`config.mk`:
```
export PLATFORM = sky130hd
export DESIGN_NAME = nbit_slt_seq
export DESIGN_NICKNAME = d
export VERILOG_FILES = /design/src/rtl/nbit_slt_seq.sv
export SDC_FILE = /design/constraint.sdc
export NUM_CORES = 1
export LEC_CHECK = 0
export CAP_MARGIN = 20
export CORE_ASPECT_RATIO = 0.6
export CORE_UTILIZATION = 25
export DETAILED_ROUTE_END_ITERATION = 8
export PLACE_DENSITY_LB_ADDON = 0.12
export SLEW_MARGIN = 20
export SYNTH_ARGS = -nofsm -noshare
export SYNTH_HDL_FRONTEND = slang
export SYNTH_SLANG_ARGS = --single-unit
```
`constraint.sdc`:
```
create_clock -name clk -period 5.68 [get_ports clk]
set_input_delay 1.136 -clock clk [delete_from_list [all_inputs] [get_ports clk]]
set_output_delay 1.136 -clock clk [all_outputs]
set_load 0.1 [all_outputs]
```
`src/rtl/nbit_slt_seq.sv`:
```
// rtl/nbit_slt_seq.sv - iterative signed/unsigned set-less-than, CHUNK bits per cycle, MSB chunk first
module nbit_slt_seq #(
  parameter int WIDTH      = 32,
  parameter int CHUNK      = 8,
  parameter int EARLY_EXIT = 1
) (
  input  logic             clk,
  input  logic             reset,
  input  logic             in_valid,
  output logic             in_ready,
  input  logic [WIDTH-1:0] a,
  input  logic [WIDTH-1:0] b,
  input  logic             is_signed,
  output logic             out_valid,
  input  logic             out_ready,
  output logic             lt,
  output logic             eq
);

  localparam int NCHUNK = WIDTH / CHUNK;
  localparam int IDXW   = (NCHUNK > 1) ? $clog2(NCHUNK) : 1;

  localparam logic [1:0] S_IDLE    = 2'd0;
  localparam logic [1:0] S_COMPARE = 2'd1;
  localparam logic [1:0] S_DONE    = 2'd2;

  if (WIDTH % CHUNK != 0) begin : g_bad_chunk
    $error("nbit_slt_seq: WIDTH must be a multiple of CHUNK");
  end

  logic [1:0]       state_q, state_d;
  logic [WIDTH-1:0] a_q, a_d, b_q, b_d;
  logic [IDXW-1:0]  idx_q, idx_d;
  logic             decided_q, decided_d;
  logic             lt_acc_q, lt_acc_d;
  logic             lt_q, lt_d;
  logic             eq_q, eq_d;

  logic [CHUNK-1:0] chunk_a, chunk_b;
  logic [WIDTH-1:0] msb_flip;
  logic             differ, decided_now, lt_now;

  assign chunk_a  = a_q[int'(idx_q)*CHUNK +: CHUNK];
  assign chunk_b  = b_q[int'(idx_q)*CHUNK +: CHUNK];
  assign differ   = (chunk_a != chunk_b);
  // Flipping the sign bit maps two's-complement order onto unsigned order.
  assign msb_flip = {is_signed, {(WIDTH-1){1'b0}}};

  assign decided_now = decided_q | differ;
  assign lt_now      = decided_q ? lt_acc_q : (chunk_a < chunk_b);

  always_comb begin
    state_d   = state_q;
    a_d       = a_q;
    b_d       = b_q;
    idx_d     = idx_q;
    decided_d = decided_q;
    lt_acc_d  = lt_acc_q;
    lt_d      = lt_q;
    eq_d      = eq_q;
    case (state_q)
      S_IDLE: begin
        if (in_valid) begin
          a_d       = a ^ msb_flip;
          b_d       = b ^ msb_flip;
          idx_d     = IDXW'(NCHUNK - 1);
          decided_d = 1'b0;
          lt_acc_d  = 1'b0;
          state_d   = S_COMPARE;
        end
      end
      S_COMPARE: begin
        if (differ && !decided_q) begin
          decided_d = 1'b1;
          lt_acc_d  = lt_now;
        end
        if ((EARLY_EXIT != 0 && differ) || idx_q == '0) begin
          state_d = S_DONE;
          lt_d    = decided_now & lt_now;
          eq_d    = ~decided_now;
        end else begin
          idx_d = idx_q - 1'b1;
        end
      end
      S_DONE: begin
        if (out_ready) state_d = S_IDLE;
      end
      default: state_d = S_IDLE;
    endcase
  end

  always_ff @(posedge clk or posedge reset) begin
    if (reset) begin
      state_q   <= S_IDLE;
      a_q       <= '0;
      b_q       <= '0;
      idx_q     <= '0;
      decided_q <= 1'b0;
      lt_acc_q  <= 1'b0;
      lt_q      <= 1'b0;
      eq_q      <= 1'b0;
    end else begin
      state_q   <= state_d;
      a_q       <= a_d;
      b_q       <= b_d;
      idx_q     <= idx_d;
      decided_q <= decided_d;
      lt_acc_q  <= lt_acc_d;
      lt_q      <= lt_d;
      eq_q      <= eq_d;
    end
  end

  assign in_ready  = (state_q == S_IDLE) && !reset;
  assign out_valid = (state_q == S_DONE);
  assign lt        = lt_q;
  assign eq        = eq_q;

endmodule

```
# Word-level counts from Yosys, hierarchy flattened
# Cells that the tools add are included.
[word_totals]
mem_count = 0
ramBits = 0
reg_bits = 72
wordCells = 51
rom_bits = 0
latch_bits = 0
out_inout_bits = 4
[classes]
shifts = 2
reduce_logical = 13
bitwise_logic = 5
magnitude_cmp = 1
n_eq_ne = 8
multipliers = 0
add_sub_neg = 1
mux = 13
n_div = 0
[ops]
columns = ["cell", "count"]
rows = [
  ["32-bit by 6-bit variable part select with 8-bit output", 2],
  ["32-bit XOR", 2],
  ["2-bit two-way mux", 5],
  ["3-bit AND reduction", 3],
  ["8-bit less-than comparator", 1],
  ["2-bit inequality test (second input constant)", 4],
  ["8-bit inequality test", 1],
  ["2-bit case mux with 3 select lines", 1],
  ["2-bit logical NOT", 2],
  ["1-bit two-way mux", 4],
  ["1-bit case mux with 2 select lines", 2],
  ["2-bit case mux with 2 select lines", 1],
  ["2-bit AND reduction", 2],
  ["2-bit by 1-bit equality test with 1-bit output (second input constant)", 1],
  ["2-bit equality test (second input constant)", 1],
  ["1-bit logical AND", 2],
  ["1-bit logical NOT", 2],
  ["2-bit by 1-bit inequality test with 1-bit output (second input constant)", 1],
  ["2-bit nonzero test", 1],
  ["2-bit by 1-bit subtractor with 2-bit output (second input constant)", 1],
  ["1-bit AND", 1],
  ["1-bit logical OR", 1],
  ["1-bit inverter", 1],
  ["1-bit OR", 1],
]

# Depth between registers and ports, before layout
# Gate-level depths: netlist (run 1).
[logic_depth]
ltp_word = 5
depth_mapped = 9
mapped_depth_nobuf = 8

# Least setup slack after synthesis (run 1)
# Ideal clock, no wire load.
[synth_path]
path_kind = "input to output"
from = "input reset"
to = "output in_ready"
required_ns = 4.544
setup_slack_ns = 1.381
arrival_time_ns = 3.163
n_path_buf = 0
path_stages = 1
path_cell_list = "nor3_1"
[synth_via]
elab_chain_cells = 2
[synth_rtl]
columns = ["element", "line", "source"]
rows = [
  ["start, declared", "8", "input logic reset,"],
  ["1-bit logical NOT", "114", "assign in_ready = (state_q == S_IDLE) && !reset;"],
  ["1-bit logical AND", "114", ""],
  ["end, declared", "10", "output logic in_ready,"],
]
# Every way passes these cells.

# Worst setup path in the final report (run 1)
# Ends and elaborated chain as after synthesis.

==> results.sh, run 1 <==
export IMPL_whs_ns=0.467
export IMPL_critPathLaunchType="primary input"
export IMPL_dieWidth_um=152
export IMPL_crit_slowest_cell="clkdlybuf4s50_1"
export IMPL_path_max_fanout=2
export IMPL_drtPass1Iterations=6
export IMPL_nNetsFinal=505
export IMPL_drv_slew=0
export IMPL_worst_setup_path_end_kind="output port"
export IMPL_relSlewSlack_pct=35.3
export IMPL_cts_root_buf="clkbuf_16"
export IMPL_cts_tree="yes"
export IMPL_pwr_share_comb_pct=39.8
export IMPL_pre_cts_ws_ns=1.67
export IMPL_vias=2528
export IMPL_p_switching_mw=0.897
export IMPL_violations="design-rule violations"
export IMPL_io_buffer_count=72
export IMPL_worstHoldPathCells=2
export IMPL_period_share_pct=70.7
export IMPL_grt_pass1_vias=2662
export IMPL_period_needed_ns=4.02
export IMPL_finalInstanceArea_mm2=0.00458
export IMPL_ys_seq_elements=72
export IMPL_htreeDepth=3
export IMPL_n_antenna_cell=0
export IMPL_numCtsBuffers=9
export IMPL_cts_reportedPaths_clkPinSlew_ns=0.05
export IMPL_whs_endpoint="a_q[21]"
export IMPL_placedCellCount=586
export IMPL_status="finished with violations"
export IMPL_insertion_delay_ns=0.33
export IMPL_reg2reg_depth=7
export IMPL_syn_nets=436
export IMPL_final_layout_size_suffix_gt1_share_pct=10.2
export IMPL_path_common_cell="clkdlybuf4s50_1"
export IMPL_ant_nets=0
export IMPL_cts_hold_buf=0
export IMPL_grt_pass1_wl_mm=13.9
export IMPL_pwr_share_clk_pct=23.8
export IMPL_finalSetupTns_ns=0
export IMPL_nFillCells=1360
export IMPL_drc=4
export IMPL_switching_share_pct=36.1
export IMPL_drv_cap=0
export IMPL_cellLeakagePower_nw=2.23
export IMPL_synth_area_mm2=0.00339
export IMPL_final_setup_skew_ns=0.00526
export IMPL_arrival_ns=2.88
export IMPL_antenna_found_initial=0
export IMPL_place_area_mm2=0.00427
export IMPL_regArea_mm2=0.00180
export IMPL_power_frac_seq_pct=36.4
export IMPL_floorplan_core_area_mm2=0.0131
export IMPL_r2r_end="state_q[1]"
export IMPL_p_int_mw=1.59
export IMPL_netlist_instances=358
export IMPL_overflow=0
export IMPL_finalSetupViolCount=0
export IMPL_clock_path_buffers=2
export IMPL_hp_class="reg -> reg"
export IMPL_seq_area_frac_synth_pct=53.1
export IMPL_fmax_mhz=249
export IMPL_grt_usage_pct=13.0
export IMPL_vias_per_cell=4.20
export IMPL_start_util_pct=26.0
export IMPL_rows=32
export IMPL_rsz0062_at_grt="false"
export IMPL_wl_per_cell_um=13.7
export IMPL_cts_resized_gates=0
export IMPL_instances_no_fill=602
export IMPL_final_hold_violation_count=0
export IMPL_path_delay_family="buffers and inverters"
export IMPL_critPathRequiredTime_ns=4.54
export IMPL_grt_max_degree=64
export IMPL_clock_sinks=72
export IMPL_path_buf_inv=2
export IMPL_r2r_slack_ns=2.67
export IMPL_die_y_um=92.2
export IMPL_die_area_mm2=0.0141
export IMPL_gp_congestion=0.722
export IMPL_yosysWarnings=0
export IMPL_ir_drop_v=0.000196
export IMPL_path_cells="clkdlybuf4s50_1 -> nor3_1 -> clkdlybuf4s50_1"
export IMPL_reg2reg_from="idx_q[0]"
export IMPL_synth_cell_types=29
export IMPL_min_from="a_q[21]"
export IMPL_routed_wl_mm=8.27
export IMPL_avgSynthCellArea_um2=9.47
export IMPL_dr_first_iter_drc_count=85
export IMPL_area_growth_pct=35.1
export IMPL_path_depth=3
export IMPL_fin_util_pct=35.1
export IMPL_worst_pin_slew_ns=0.967
export IMPL_post_cts_repair_setup_buffers=0
export IMPL_hpwlAfterDp_mm=5.77
export IMPL_power_total_mw=2.48
export IMPL_power_density_mw_per_mm2=542
export IMPL_setup_ws_ns=1.66
export IMPL_worst_setup_path_type="in -> out"
export IMPL_slowest_delay_ns=1.16
export IMPL_ioPinCount=73
export IMPL_multi_input_area_mm2=0.00145
[how the worst max path moves through the flow]
stage               start  endpoint  slack [ns]
global route        reset  in_ready        1.56
CTS                 reset  in_ready        1.67
detailed placement  reset  in_ready        1.67
global placement    reset  in_ready        1.66
finish              reset  in_ready        1.66
floorplan           reset  in_ready        1.38
[cells in the final DEF (no fill, tap or decap)]
cell type        count
nand2_1            193
dfrtp_1             72
clkdlybuf4s50_1     72
mux4_2              16
inv_1               14
ha_1                 9
clkbuf_16            9
o21ai_0              6
clkinv_2             4
buf_4                4
nor2_1               3
nand3_1              3
a21oi_1              3
nand2_2              2
o31ai_1              2
xnor2_1              2
bufinv_16            2
and2_2               1
and4_2               1
and4_1               1
o41ai_4              1
nor3_1               1
o21a_1               1
nor2b_1              1
o211ai_2             1
a21boi_0             1
o31a_1               1
or2_2                1
o311a_2              1
o41ai_1              1
a31oi_1              1
clkbuf_1             1
clkinv_4             1
[synthesized netlist by cell type]
cell	count	area (µm²)
nand2_1	194	728
dfrtp_1	72	1800
mux4_2	16	360
inv_1	15	56.3
buf_2	9	45.0
ha_1	9	113
clkbuf_1	6	22.5
o21ai_0	6	30.0
a21oi_1	3	15.0
buf_4	3	22.5
nand3_1	3	15.0
nor2_1	3	11.3
o31ai_1	2	15.0
xnor2_1	2	17.5
a21boi_0	1	7.51
a31oi_1	1	6.26
and2_1	1	6.26
and4_1	1	8.76
and4_2	1	10.0
nand2_2	1	6.26
nor2b_1	1	6.26
nor3_1	1	5.00
o211ai_2	1	12.5
o21a_1	1	7.51
o311a_2	1	11.3
o31a_1	1	8.76
o41ai_1	1	8.76
o41ai_4	1	27.5
or2_2	1	6.26
[worst register-to-register path: cells and delay by family, from the launching register on]
family / cells / cell delay [ns]
multiplexers: 1 / 0.55
AND/OR/NAND/NOR: 2 / 0.38
adder cells (fa/ha/maj): 1 / 0.34
buffers and inverters: 1 / 0.37
flip-flops: 1 / 0.63
AO/OA/AOI/OAI: 2 / 0.59
[flip-flops by register name (all words and copies together), names as in the netlist]
register and flops:
eq 1, decided_q 1, b_q 32, lt 1, lt_acc_q 1, a_q 32
idx_q 2, state_q 2
[metal layers]
layer | track usage, % | wire, µm | part of all wire (%) | vias to the layer above
li1 | - | - | - | 1291
met1 | 18.7 | 4540 | 55 | 1178
met2 | 18.1 | 3230 | 39 | 51
met3 | 4.54 | 402 | 4.9 | 8
met4 | 3.57 | 95 | 1.1 | 0
met5 | 0 | 0 | 0 | -
[kinds of logic after synthesis]
logic type / synth area share, %
flops: 53.1
compound gates: 4.43
mux: 10.6
simple gates: 23.7
fa+ha+maj: 3.32
xor+xnor: 0.517
buf+inv: 4.32
[power by group through the flow]
stage	Sequential (mW)	Clock, mW	Combinational [mW]
final	0.903	0.592	0.988
after global routing	0.940	0.633	1.14
after CTS	0.905	0.610	1.01
after detailed placement	0.913	0	1.00
after global placement	0.907	0	0.991
after floorplan	0.873	0	0.761
[layout make-up]
| type | instances | share of cell area [%] |
|---|---|---|
| sequential | 72 | 39.3 |
| multi-input combinational | 253 | 31.6 |
| timing repair buffer | 76 | 16.4 |
| clock buffer | 10 | 5.00 |
| tap | 170 | 4.64 |
| clock inverter | 6 | 1.83 |
| inverter | 15 | 1.26 |
(Power assumes the default switching activity.)
==> run 2, diff against run 1 <==
==> constraint.sdc (replaced) <==
create_clock -name clk -period 3.6 [get_ports clk]
set_input_delay 0.72 -clock clk [delete_from_list [all_inputs] [get_ports clk]]
set_output_delay 0.72 -clock clk [all_outputs]
set_load 0.1 [all_outputs]
==> run 2 against run 1 <==
  * The flow still finishes with violations (design-rule violations)
  * Register-to-register slack lost 1.8 ns
  * Critical path depth rose by 3
  * First-iteration DRC count up 74%
  * Worst setup slack worse by 0.81 ns
  * Final area down 0.55%
  * Count of clock-buffer cells in the layout rose by 1
  * Global-route usage grew 0.17 points
  * Via count is 2.0% higher
  * Die area did not move
  * Hold slack improved by 0.0047 ns
  * Critical endpoint is now state_q[1]
  * Highest routed layer unchanged
==> results.sh, run 2 (synthesized netlist as in run 1, its figures left out) <==
export IMPL_status="finished with violations"
export IMPL_violations="design-rule violations"
export IMPL_finalSetupViolCount=0
export IMPL_r2r_slack_ns=0.85
export IMPL_worst_setup_path_type="reg -> reg"
export IMPL_pre_cts_ws_ns=0.823
export IMPL_path_buf_inv=0
export IMPL_power_density_mw_per_mm2=836
export IMPL_r2r_end="state_q[1]"
export IMPL_critPathRequiredTime_ns=3.79
export IMPL_grt_max_degree=41
export IMPL_ir_drop_v=0.000253
export IMPL_instances_no_fill=604
export IMPL_cellLeakagePower_nw=2.22
export IMPL_cp_endpoint="state_q[1]"
export IMPL_path_depth=6
export IMPL_vias_per_cell=4.27
export IMPL_gp_congestion=0.747
export IMPL_grt_pass1_vias=2647
export IMPL_whs_ns=0.472
export IMPL_drv_cap=0
export IMPL_path_max_fanout=18
export IMPL_finalSetupTns_ns=0
export IMPL_path_cells="mux4_2 -> ha_1 -> and4_1 -> nand2_2 -> o21ai_0 -> o21ai_0"
export IMPL_min_from="b_q[24]"
export IMPL_antenna_found_initial=0
export IMPL_routed_wl_mm=8.18
export IMPL_grt_usage_pct=13.2
export IMPL_clock_path_buffers=2
export IMPL_setup_ws_ns=0.849
export IMPL_worst_setup_path_end_kind="flop"
export IMPL_hpwlAfterDp_mm=6.10
export IMPL_post_cts_repair_setup_buffers=0
export IMPL_final_layout_size_suffix_gt1_share_pct=10.8
export IMPL_area_growth_pct=34.4
export IMPL_dieWidth_um=152
export IMPL_n_antenna_cell=0
export IMPL_reg_top3="a_q: 32 flops, b_q: 32 flops"
export IMPL_drtPass1Iterations=6
export IMPL_ant_nets=0
export IMPL_nNetsFinal=507
export IMPL_reg2reg_from="idx_q[1]"
export IMPL_reg2reg_depth=6
export IMPL_period_share_pct=76.4
export IMPL_placedCellCount=588
export IMPL_slowest_delay_ns=0.86
export IMPL_cts_hold_buf=0
export IMPL_final_hold_violation_count=0
export IMPL_wl_per_cell_um=13.5
export IMPL_fmax_mhz=364
export IMPL_numCtsBuffers=9
export IMPL_rsz0062_at_grt="false"
export IMPL_critPathLaunchType="flop"
export IMPL_rows=32
export IMPL_htreeDepth=3
export IMPL_vias=2578
export IMPL_cts_root_buf="clkbuf_16"
export IMPL_ioPinCount=73
export IMPL_crit_slowest_cell="dfrtp_1"
export IMPL_crit_start="idx_q[1]"
export IMPL_grt_pass1_wl_mm=13.9
export IMPL_cts_resized_gates=0
export IMPL_overflow=0
export IMPL_relSlewSlack_pct=35.4
export IMPL_path_delay_family="flip-flops"
export IMPL_worst_pin_slew_ns=0.966
export IMPL_arrival_ns=2.94
export IMPL_drv_slew=0
export IMPL_dr_first_iter_drc_count=148
export IMPL_start_util_pct=26.0
export IMPL_clock_sinks=72
export IMPL_path_common_cell="o21ai_0"
export IMPL_cts_reportedPaths_clkPinSlew_ns=0.05
export IMPL_final_cell_mix="nand2_1 (193), dfrtp_1 (72), clkdlybuf4s50_1 (70), mux4_2 (16), inv_1 (14)"
export IMPL_floorplan_core_area_mm2=0.0131
export IMPL_io_buffer_count=72
export IMPL_final_setup_skew_ns=0.00618
export IMPL_period_needed_ns=2.75
export IMPL_insertion_delay_ns=0.34
export IMPL_worstHoldPathCells=2
export IMPL_final_common_cell="nand2_1"
export IMPL_die_y_um=92.2
export IMPL_hp_class="reg -> reg"
export IMPL_drc=4
export IMPL_die_area_mm2=0.0141
export IMPL_cts_tree="yes"
## run 2: cell count changes in the layout (fill, tap and decap cells not counted)
cell             previous run  this run
bufinv_16                   2         0
clkinvlp_4                  0         2
inv_2                       0         1
buf_12                      0         1
buf_4                       4         7
clkinv_2                    4         2
clkdlybuf4s50_1            72        70
clkbuf_1                    1         2
## run 2: power breakdown
part           total, mW  internal [mW]  switching (mW)
Combinational       1.57          0.724           0.849
Clock              0.803          0.465           0.339
Sequential          1.43           1.19           0.245
## run 2: layout make-up
class | instances | area, µm²
repair buffers | 78 | 773
clock inverters | 5 | 33.8
clock buffers | 11 | 233
multi-input cells | 253 | 1450
well taps | 170 | 213
fillers | 1376 | 8490
inverters | 15 | 56.3
flip-flops and latches | 72 | 1800
## run 2: worst min path at each step
stage and end:
2_1_floorplan a_q[16], 3_5_place_dp b_q[24], 6_report b_q[24], 5_1_grt b_q[13]
4_1_cts b_q[24], 3_3_place_gp b_q[3]
## run 2: tightest hold or removal path: cells and delay by family (launching register included)
kind / cells / cell delay, ns
flops: 1 / 0.34
simple gates: 2 / 0.10
## run 2: per-layer routing
layer  up-vias  wire (µm)  share of wire [%]  track usage (%)
met5         -          0                  0                0
met2        48       3250                 40             17.5
met1      1221       4410                 54             19.1
li1       1293          -                  -                -
met3        16        385                4.7             4.54
met4         0        129                1.6             5.10
## run 2: stage by stage
stage | total power, mW | area (µm²) | util [%]
CTS | 3.88 | 4560 | 34.9
detailed placement | 3.05 | 4290 | 32.9
finish | 3.81 | 4560 | 34.9
global route | 4.17 | 4560 | 34.9
floorplan | 2.58 | 3390 | -
global placement | 3.03 | 4290 | 32.9
==> run 3, diff against run 2 <==
==> constraint.sdc (replaced) <==
create_clock -name clk -period 2.2 [get_ports clk]
set_input_delay 0.44 -clock clk [delete_from_list [all_inputs] [get_ports clk]]
set_output_delay 0.44 -clock clk [all_outputs]
set_load 0.1 [all_outputs]
==> run 3 against run 2 <==
  * The flow finishes with violations (design-rule violations, negative setup slack)
  * Largest power group unchanged
  * Sequential power rose by 63%
  * First-iteration DRC count down 58%
  * Register-to-register slack worse by 1.1 ns
  * Combinational power increased by 120%
  * Critical path type unchanged
==> results.sh, run 3 (synthesized netlist as in run 1, its figures left out) <==
export IMPL_wl_per_cell_um=13.7
export IMPL_worst_pin_slew_ns=0.642
export IMPL_dr_first_iter_drc_count=62
export IMPL_drv_slew=0
export IMPL_placedCellCount=597
export IMPL_path_max_fanout=5
export IMPL_use_met1_pct=19.3
export IMPL_antenna_found_initial=0
export IMPL_use_met3_pct=4.16
export IMPL_finalInstanceArea_mm2=0.00496
export IMPL_slowest_delay_ns=0.54
export IMPL_critPathRequiredTime_ns=2.37
export IMPL_io_buffer_count=72
export IMPL_nNetsFinal=522
export IMPL_rows=32
export IMPL_ir_drop_v=0.000514
export IMPL_setup_ws_ns=-0.236
export IMPL_start_util_pct=26.0
export IMPL_floorplan_core_area_mm2=0.0131
export IMPL_drc=3
export IMPL_path_delay_family="multiplexers"
export IMPL_clock_sinks=72
export IMPL_area_growth_pct=46.2
export IMPL_period_share_pct=111
export IMPL_numCtsBuffers=9
export IMPL_grt_met2_usage_pct=18.1
export IMPL_grt_busiest_layer="met1"
export IMPL_die_y_um=92.2
export IMPL_regArea_mm2=0.00180
export IMPL_final_setup_skew_ns=0.00696
export IMPL_period_needed_ns=2.44
export IMPL_htreeDepth=3
export IMPL_ioPinCount=73
export IMPL_arrival_ns=2.61
export IMPL_instances_no_fill=619
export IMPL_vias=2617
export IMPL_hp_class="reg -> reg"
export IMPL_final_hold_violation_count=0
export IMPL_grt_max_degree=73
export IMPL_status="finished with violations"
export IMPL_finalSetupTns_ns=-1.03
export IMPL_final_layout_size_suffix_gt1_share_pct=20.5
export IMPL_ant_nets=0
export IMPL_grt_usage_pct=13.1
export IMPL_drtPass1Iterations=6
export IMPL_multi_input_area_mm2=0.00162
export IMPL_vias_per_cell=4.23
export IMPL_gp_congestion=0.767
export IMPL_cts_tree="yes"
export IMPL_critPathLaunchType="flop"
export IMPL_drv_cap=0
export IMPL_cts_hold_buf=0
export IMPL_power_density_mw_per_mm2=1470
export IMPL_relSlewSlack_pct=57.0
export IMPL_worst_setup_path_type="reg -> reg"
export IMPL_path_cells="buf_6 -> mux4_2 -> ha_4 -> and4_4 -> nand2_4 -> o41ai_4 -> buf_4 -> a31oi_4"
export IMPL_place_area_mm2=0.00449
export IMPL_reg_top3="a_q: 32 flops, b_q: 32 flops"
export IMPL_routed_wl_mm=8.47
export IMPL_n_antenna_cell=0
export IMPL_fin_util_pct=38.0
export IMPL_grt_pass1_vias=2692
export IMPL_crit_slowest_cell="mux4_2"
export IMPL_final_cell_mix="nand2_1 (192), dfrtp_1 (71), clkdlybuf4s50_1 (68), mux4_2 (16), buf_4 (15)"
export IMPL_final_common_cell="nand2_1"
export IMPL_cellLeakagePower_nw=2.37
export IMPL_path_buf_inv=2
export IMPL_hpwlAfterDp_mm=6.10
export IMPL_finalSetupViolCount=7
export IMPL_cts_root_buf="clkbuf_16"
export IMPL_grt_pass1_wl_mm=14.0
export IMPL_clock_path_buffers=2
export IMPL_nFillCells=1346
export IMPL_die_area_mm2=0.0141
export IMPL_cts_reportedPaths_clkPinSlew_ns=0.05
export IMPL_dieWidth_um=152
export IMPL_rsz0062_at_grt="true"
export IMPL_insertion_delay_ns=0.33
export IMPL_violations="design-rule violations, negative setup slack"
export IMPL_fmax_mhz=410
export IMPL_overflow=0
export IMPL_worst_setup_path_end_kind="flop"
-- run 3: power by group --
group          internal [mW]  switching, mW
logic                   1.75           1.76
clock network          0.935          0.536
registers               1.95          0.381
-- run 3: path summary, 6_finish.rpt --
| path | slack [ns] | cells past startpoint | start | endpoint |
|---|---|---|---|---|
| max | -0.24 | 8 | idx_q[0] | idx_q[1] |
| min | 0.47 | 2 | b_q[26] | b_q[26] |
| max reg2reg | -0.24 | 8 | idx_q[0] | idx_q[1] |
| min reg2reg | 0.47 | 2 | b_q[26] | b_q[26] |
| max in group asynchronous | 1.26 | 3 | reset | b_q[20] |
| min in group asynchronous | 0.60 | 3 | reset | eq |
-- run 3: per-stage QoR --
step	hold WS, ns	worst slack [ns]	power [mW]
2_1_floorplan	0.440	-0.167	4.45
3_3_place_gp	0.456	-0.240	5.42
3_5_place_dp	0.461	-0.278	5.48
4_1_cts	0.475	-0.288	7.20
5_1_grt	0.490	-0.343	7.89
6_report	0.466	-0.236	7.30
-- run 3: area by class of cell --
cell class,count,area share (%)
clock buffer,11,5.10
clock inverter,5,1.11
inverter,15,1.26
multi-input combinational,253,32.7
sequential,72,36.4
tap,170,4.29
timing repair buffer,93,19.2
-- run 3: what timing repair did --
action	CTS	global route
setup buffers	3	4
resized for setup	17	17
cloned	1	0
endpoints found under the hold margin	0	0
pin swaps	6	10
endpoints found under the setup margin	8	8
-- run 3: worst register-to-register path, stage by stage (launching register included) --
cell and delay (ns):
dfrtp_2 0.42, buf_6 0.16, mux4_2 0.54, ha_4 0.29, and4_4 0.25, nand2_4 0.06, o41ai_4 0.30, buf_4 0.19
a31oi_4 0.07
-- run 3: metal layers --
metal | vias up | wire length (µm)
li1 | 1321 | -
met1 | 1230 | 4310
met2 | 59 | 3640
met3 | 7 | 474
met4 | 0 | 53
met5 | - | 0
